<file path="src/rtl/fpu_issue.sv">
// fpu_issue: command FIFO plus IDLE/RUN/HOLD issue FSM between core and FPU, with a registered response slot.
// Optional watchdog enabled by defining FPU_ISSUE_TIMEOUT_EN.
`ifndef FPU_REG_ADDR_WIDTH
`define FPU_REG_ADDR_WIDTH 5
`endif
`ifndef FPU_OP_WIDTH
`define FPU_OP_WIDTH 4
`endif
module fpu_issue #(
  parameter int CMD_DEPTH      = 2,
  parameter int TIMEOUT_CYCLES = 255
) (
  input  logic                           clk,
  input  logic                           rst,
  input  logic                           cmd_valid,
  output logic                           cmd_ready,
  input  logic [`FPU_REG_ADDR_WIDTH-1:0] cmd_x1,
  input  logic [`FPU_REG_ADDR_WIDTH-1:0] cmd_x2,
  input  logic [`FPU_REG_ADDR_WIDTH-1:0] cmd_y,
  input  logic [`FPU_OP_WIDTH-1:0]       cmd_op,
  input  logic [31:0]                    cmd_data,
  output logic [`FPU_REG_ADDR_WIDTH-1:0] x1,
  output logic [`FPU_REG_ADDR_WIDTH-1:0] x2,
  output logic [`FPU_REG_ADDR_WIDTH-1:0] y,
  output logic [`FPU_OP_WIDTH-1:0]       operation,
  output logic [31:0]                    in_data,
  output logic                           ready,
  input  logic                           valid,
  input  logic [31:0]                    out_data,
  input  logic                           cond,
  output logic                           rsp_valid,
  input  logic                           rsp_ready,
  output logic [31:0]                    rsp_data,
  output logic                           rsp_cond
`ifdef FPU_ISSUE_TIMEOUT_EN
  ,
  output logic                           timeout
`endif
);
  localparam int RW = `FPU_REG_ADDR_WIDTH;
  localparam int OW = `FPU_OP_WIDTH;
  localparam int EW = 3 * RW + OW + 32;
  localparam int AW = $clog2(CMD_DEPTH);
  typedef enum logic [1:0] {IDLE, RUN, HOLD} state_t;
  state_t        r_state, w_next;
  logic [EW-1:0] r_mem [CMD_DEPTH];
  logic [AW:0]   r_wp, r_rp;
  logic [EW-1:0] w_head;
  logic          w_empty, w_full, w_push, w_cap, w_free, w_go, w_load, w_to;
  assign w_empty   = r_wp == r_rp;
  assign w_full    = (r_wp[AW] != r_rp[AW]) && (r_wp[AW-1:0] == r_rp[AW-1:0]);
  assign cmd_ready = !w_full;
  assign w_push    = cmd_valid && !w_full;
  assign w_head    = r_mem[r_rp[AW-1:0]];
  assign w_cap     = r_state == RUN && valid;
  assign w_free    = !rsp_valid || rsp_ready;
  // A capture occupies the slot, so RUN may only move on if the core drains it on the same edge
  assign w_go      = (w_cap && rsp_ready) || (r_state == HOLD && w_free);
  assign w_load    = !w_empty && (r_state == IDLE || w_go);
`ifdef FPU_ISSUE_TIMEOUT_EN
  logic [15:0] r_cnt;
  assign w_to = r_state == RUN && !valid && r_cnt == 16'(TIMEOUT_CYCLES - 1);
`else
  assign w_to = 1'b0;
`endif
  always_comb w_next = w_load ? RUN : (w_go || w_to) ? IDLE : w_cap ? HOLD : r_state;
  always_ff @(posedge clk) if (w_push) r_mem[r_wp[AW-1:0]] <= {cmd_x1, cmd_x2, cmd_y, cmd_op, cmd_data};
  always_ff @(posedge clk or posedge rst) begin
    if (rst) begin
      r_state   <= IDLE;
      r_wp      <= '0;
      r_rp      <= '0;
      ready     <= 1'b0;
      {x1, x2, y, operation, in_data} <= '0;
      rsp_valid <= 1'b0;
      rsp_data  <= '0;
      rsp_cond  <= 1'b0;
`ifdef FPU_ISSUE_TIMEOUT_EN
      r_cnt     <= '0;
      timeout   <= 1'b0;
`endif
    end else begin
      r_state <= w_next;
      ready   <= w_next == RUN;
      if (w_push) r_wp <= r_wp + 1'b1;
      if (w_load) begin
        r_rp <= r_rp + 1'b1;
        {x1, x2, y, operation, in_data} <= w_head;
      end
      if (w_cap) begin
        rsp_valid <= 1'b1;
        rsp_data  <= out_data;
        rsp_cond  <= cond;
      end else if (rsp_ready) rsp_valid <= 1'b0;
`ifdef FPU_ISSUE_TIMEOUT_EN
      r_cnt <= (w_load || valid) ? '0 : r_state == RUN ? r_cnt + 16'd1 : r_cnt;
      if (w_to) timeout <= 1'b1;
`endif
    end
  end
endmodule

</file>
<file path="config.mk">
export PLATFORM = sky130hd
export DESIGN_NAME = fpu_issue
export DESIGN_NICKNAME = d
export VERILOG_FILES = /design/src/rtl/fpu_issue.sv
export SDC_FILE = /design/constraint.sdc
export NUM_CORES = 1
export LEC_CHECK = 0
export ABC_AREA = 1
export BUFFER_PORTS_ARGS = -buffer_cell sky130_fd_sc_hd__buf_2
export CORE_ASPECT_RATIO = 0.9
export CORE_UTILIZATION = 48
export DETAILED_ROUTE_END_ITERATION = 7
export GPL_TIMING_DRIVEN = 0
export HOLD_SLACK_MARGIN = 0.03
export PLACE_DENSITY = 0.75
export SLEW_MARGIN = 40
export SYNTH_ARGS = -nofsm -noshare
export SYNTH_HDL_FRONTEND = slang
export SYNTH_SLANG_ARGS = --single-unit
</file>
<file path="constraint.sdc">
create_clock -name clk -period 3.7 [get_ports clk]
set_clock_uncertainty 0.2 [all_clocks]
set_input_delay 0.37 -clock clk [delete_from_list [all_inputs] [get_ports clk]]
set_output_delay 0.37 -clock clk [all_outputs]
set_load 0.01 [all_outputs]
</file>
==> summary.md <==
| Metric | Value |
|---|---|
| WL/cell | `14.5 um` |
| Syn nets | `761` |
| Total Nets Final | `1,046` |
| H-tree levels | `4` |
| Combinational group share of total power | `39.4%` |
| Worst-case clock buffer depth | `2` |
| Seq/Total Area, Yosys | `72.8%` |
| Slew @ Worst Pin | `0.516 ns` |
| DR WL met2 | `8390 um` |
| Sequential power share | `40.1%` |
| Yosys top cell by area | `edfxtp_1` |
| # port buffers | `175` |
| Fin crit period | `2.23 ns` |
| Wire length on met1 | `7280 um` |
| Post-synthesis cell type count | `21` |
| Fill count | `1,060` |
| Iter 0 DRT Violations | `350` |
| Worst slack, placed | `1.46 ns` |
| Post-synthesis instance total | `672` |
| Psw | `3.31 mW` |
| Top Ports | `176` |
| Crit path DAT | `2.15 ns` |
| Synth top area cells | `edfxtp_1, dfrtp_1, nand2_1` |
| Area grow syn2layout | `36.5%` |
| Max-Slew Margin vs Limit | `65.6%` |
| Hold Path Depth | `3` |
| Total CTS buffers | `17` |
| FMAX | `449 MHz` |
| Layout Cells excl Fill | `1,168` |
| Final WS setup | `1.48 ns` |
| Post-synth EDFFs | `102` |
| Total Wirelength | `17,000 um` |
| TritonCTS clock tree | `yes` |
| Gr usage total | `23.1%` |
| Row count | `42` |
| Die W | `133 um` |
| Post-synthesis area per instance | `11.0 um2` |
| Hold Violations, Final | `0` |
| Cell with the most instances after synthesis | `nand2_1` |
| Outcome | `finished clean` |
| R2R depth | `7` |
| Mapped Area | `7370 um2` |
| Starting Density | `49.6%` |
| Critical R2R Capture | `r_mem[1][17]$_DFFE_PP_` |
| # placed instances | `1,050` |
| Final setup viols | `0` |
| Top sig layer | `met4` |
| Ant diodes | `0` |
| Clk pwr share | `20.5%` |
| WHS Endpoint | `r_wp[0]$_DFFE_PP0N_` |
| Reg-to-reg slack, setup | `1.48 ns` |
| Yosys reg bits | `194` |
| Initial antenna violation count | `0` |
| WS Path Type | `reg -> reg` |
| Clk slew on worst S/H paths | `0.06 ns` |
| Syn. warnings | `0` |
| Die Y | `120 um` |
| Clk sinks | `194` |
| Pin count of the biggest net entering global routing | `73` |
| Asr flop ratio synth | `47.4%` |
| Vias per Instance | `4.74` |
| Residual DRC | `0` |
| Min-delay src | `cmd_valid` |
| Core area | `14,900 um2` |
| Met3 Routed Length | `1040 um` |
| Commonest cells in the netlist | `nand2_1, edfxtp_1, dfrtp_1` |
| Share of layout cells above drive strength 1 | `24.9%` |
| Worst setup EP type | `register` |
| Power Dens Cells | `870 nW/um2` |
| GR Overflow Total | `0` |
| Dominant synthesized flop cell | `edfxtp_1` |
| Final period utilization | `60.1%` |
| First-pass GRT wire length | `27,800 um` |
| DR vias | `5,533` |
| Final Slew Violations | `0` |
| Peak supply drop | `0.546 mV` |
| Skew-Pair Late Insertion Delay | `0.42 ns` |
| CTS root buf | `clkbuf_16` |
| Hpwl dp | `10,400 um` |
| Internal power | `5.45 mW` |
| Post-cts resize count | `0` |
| # hold bufs at CTS | `86` |
| RSZ-0062 raised after global routing | `no` |
| MaxCap Viol Count | `0` |
| Setup bufs post-CTS | `0` |
| Hold Crit Class | `in -> reg` |
| TritonRoute pass-1 iters | `5` |
| Static Leak | `4.94 nW` |
| Maximum fanout along the worst path | `15` |
| GPL Wtd Cong | `0.787` |
| Vias in the first global route | `5,516` |
| Required @ worst endpoint | `3.63 ns` |
| Antenna-violating nets left | `0` |
| Switch share | `37.8%` |
| Die area | `15,900 um2` |
| FF-to-FF Start | `r_rp[0]$_DFFE_PP0P_` |
| Area share of the largest cell type after synthesis | `41.6%` |
| Startpoint Class | `register` |
-- worst max path at each step --
stage | depth (start not counted) | endpoint | startpoint | slack [ns]
finish | 7 | r_mem[1][17]$_DFFE_PP_ | r_rp[0]$_DFFE_PP0P_ | 1.48
global route | 7 | r_mem[1][17]$_DFFE_PP_ | r_rp[0]$_DFFE_PP0P_ | 1.33
CTS | 7 | r_mem[1][16]$_DFFE_PP_ | r_rp[0]$_DFFE_PP0P_ | 1.45
detailed placement | 7 | r_mem[1][16]$_DFFE_PP_ | r_rp[0]$_DFFE_PP0P_ | 1.46
global placement | 2 | in_data[7]$_DFFE_PP0P_ | rst | -0.47
floorplan | 1 | in_data[0]$_DFFE_PP0P_ | rst | 0.74
-- registers in the layout, indices dropped and copies added, names as in the netlist --
register and count:
r_mem 102, in_data 32, rsp_data 32, x1 5, x2 5, y 5
operation 4, r_rp 2, r_state 2, r_wp 2, ready 1, rsp_cond 1
rsp_valid 1
-- metal layers --
| metal | vias to the layer above | global-route usage, % |
|---|---|---|
| met1 | 2570 | 28.6 |
| li1 | 2746 | - |
| met5 | - | 0 |
| met2 | 193 | 39.4 |
| met3 | 24 | 6.97 |
| met4 | 0 | 6.32 |
-- cell families after synthesis --
logic type,count (synthesis),share of synthesized area [%]
xor gates and xnor gates,5,0.696
buffers and inverters,39,2.87
AOI/OAI and AO/OA,3,0.204
DFF,194,72.8
and+or+nand+nor,431,23.4
-- metrics by stage --
step	util [%]	power [mW]	hold WS (ns)	instance area, um2	TNS, ns
final	67.7	8.76	0.104	10100	0
after CTS	67.7	8.81	0.0894	10100	0
after global routing	67.7	9.43	0.101	10100	0
after global placement	57.1	6.78	0.250	8500	-42.11
after floorplan	-	5.67	0.269	7370	0
after detailed placement	57.9	6.94	0.117	8620	0
-- final cells by class --
cell class	instances	area, um2	area share [%]
flip-flops and latches	194	5370	53.3
repair buffers	266	1840	18.3
multi-input cells	439	1800	17.9
inverters	7	36.3	0.361
clock inverters	12	129	1.28
well taps	198	248	2.46
plain buffers	32	185	1.84
clock buffers	20	457	4.54
-- worst max-delay path, cell delays in order (launching register included) --
cell,delay (ns)
dfrtp_1,0.37
buf_4,0.18
xnor2_2,0.17
nand2_1,0.12
nand2_1,0.13
nor2_4,0.38
buf_8,0.21
buf_8,0.17
-- layout by cell type, fill, tap and decap left out, types with 2 or more instances in the layout --
cell / synthesis / routed
clkinv_2: 0 / 4
xnor2_1: 2 / 2
clkbuf_8: 0 / 2
clkbuf_16: 0 / 17
buf_16: 0 / 2
nand3_1: 54 / 54
edfxtp_1: 102 / 102
bufinv_16: 0 / 2
clkinvlp_4: 0 / 3
buf_2: 16 / 191
nand2_1: 369 / 369
buf_6: 5 / 5
buf_4: 2 / 2
nand3_2: 2 / 2
buf_8: 0 / 2
inv_1: 6 / 4
dfrtp_1: 92 / 92
inv_6: 0 / 3
clkbuf_1: 9 / 10
xor2_1: 2 / 2
dlygate4sd3_1: 0 / 86
a21oi_1: 2 / 2
-- power by group through the flow --
stage | Clock [mW] | Sequential (mW) | Combinational [mW]
2_1_floorplan | 0 | 3.73 | 1.95
3_3_place_gp | 0 | 3.55 | 3.23
3_5_place_dp | 0 | 3.54 | 3.40
4_1_cts | 1.83 | 3.50 | 3.48
5_1_grt | 1.94 | 3.59 | 3.91
6_report | 1.79 | 3.51 | 3.45
Power figures use the tool's default switching activity.
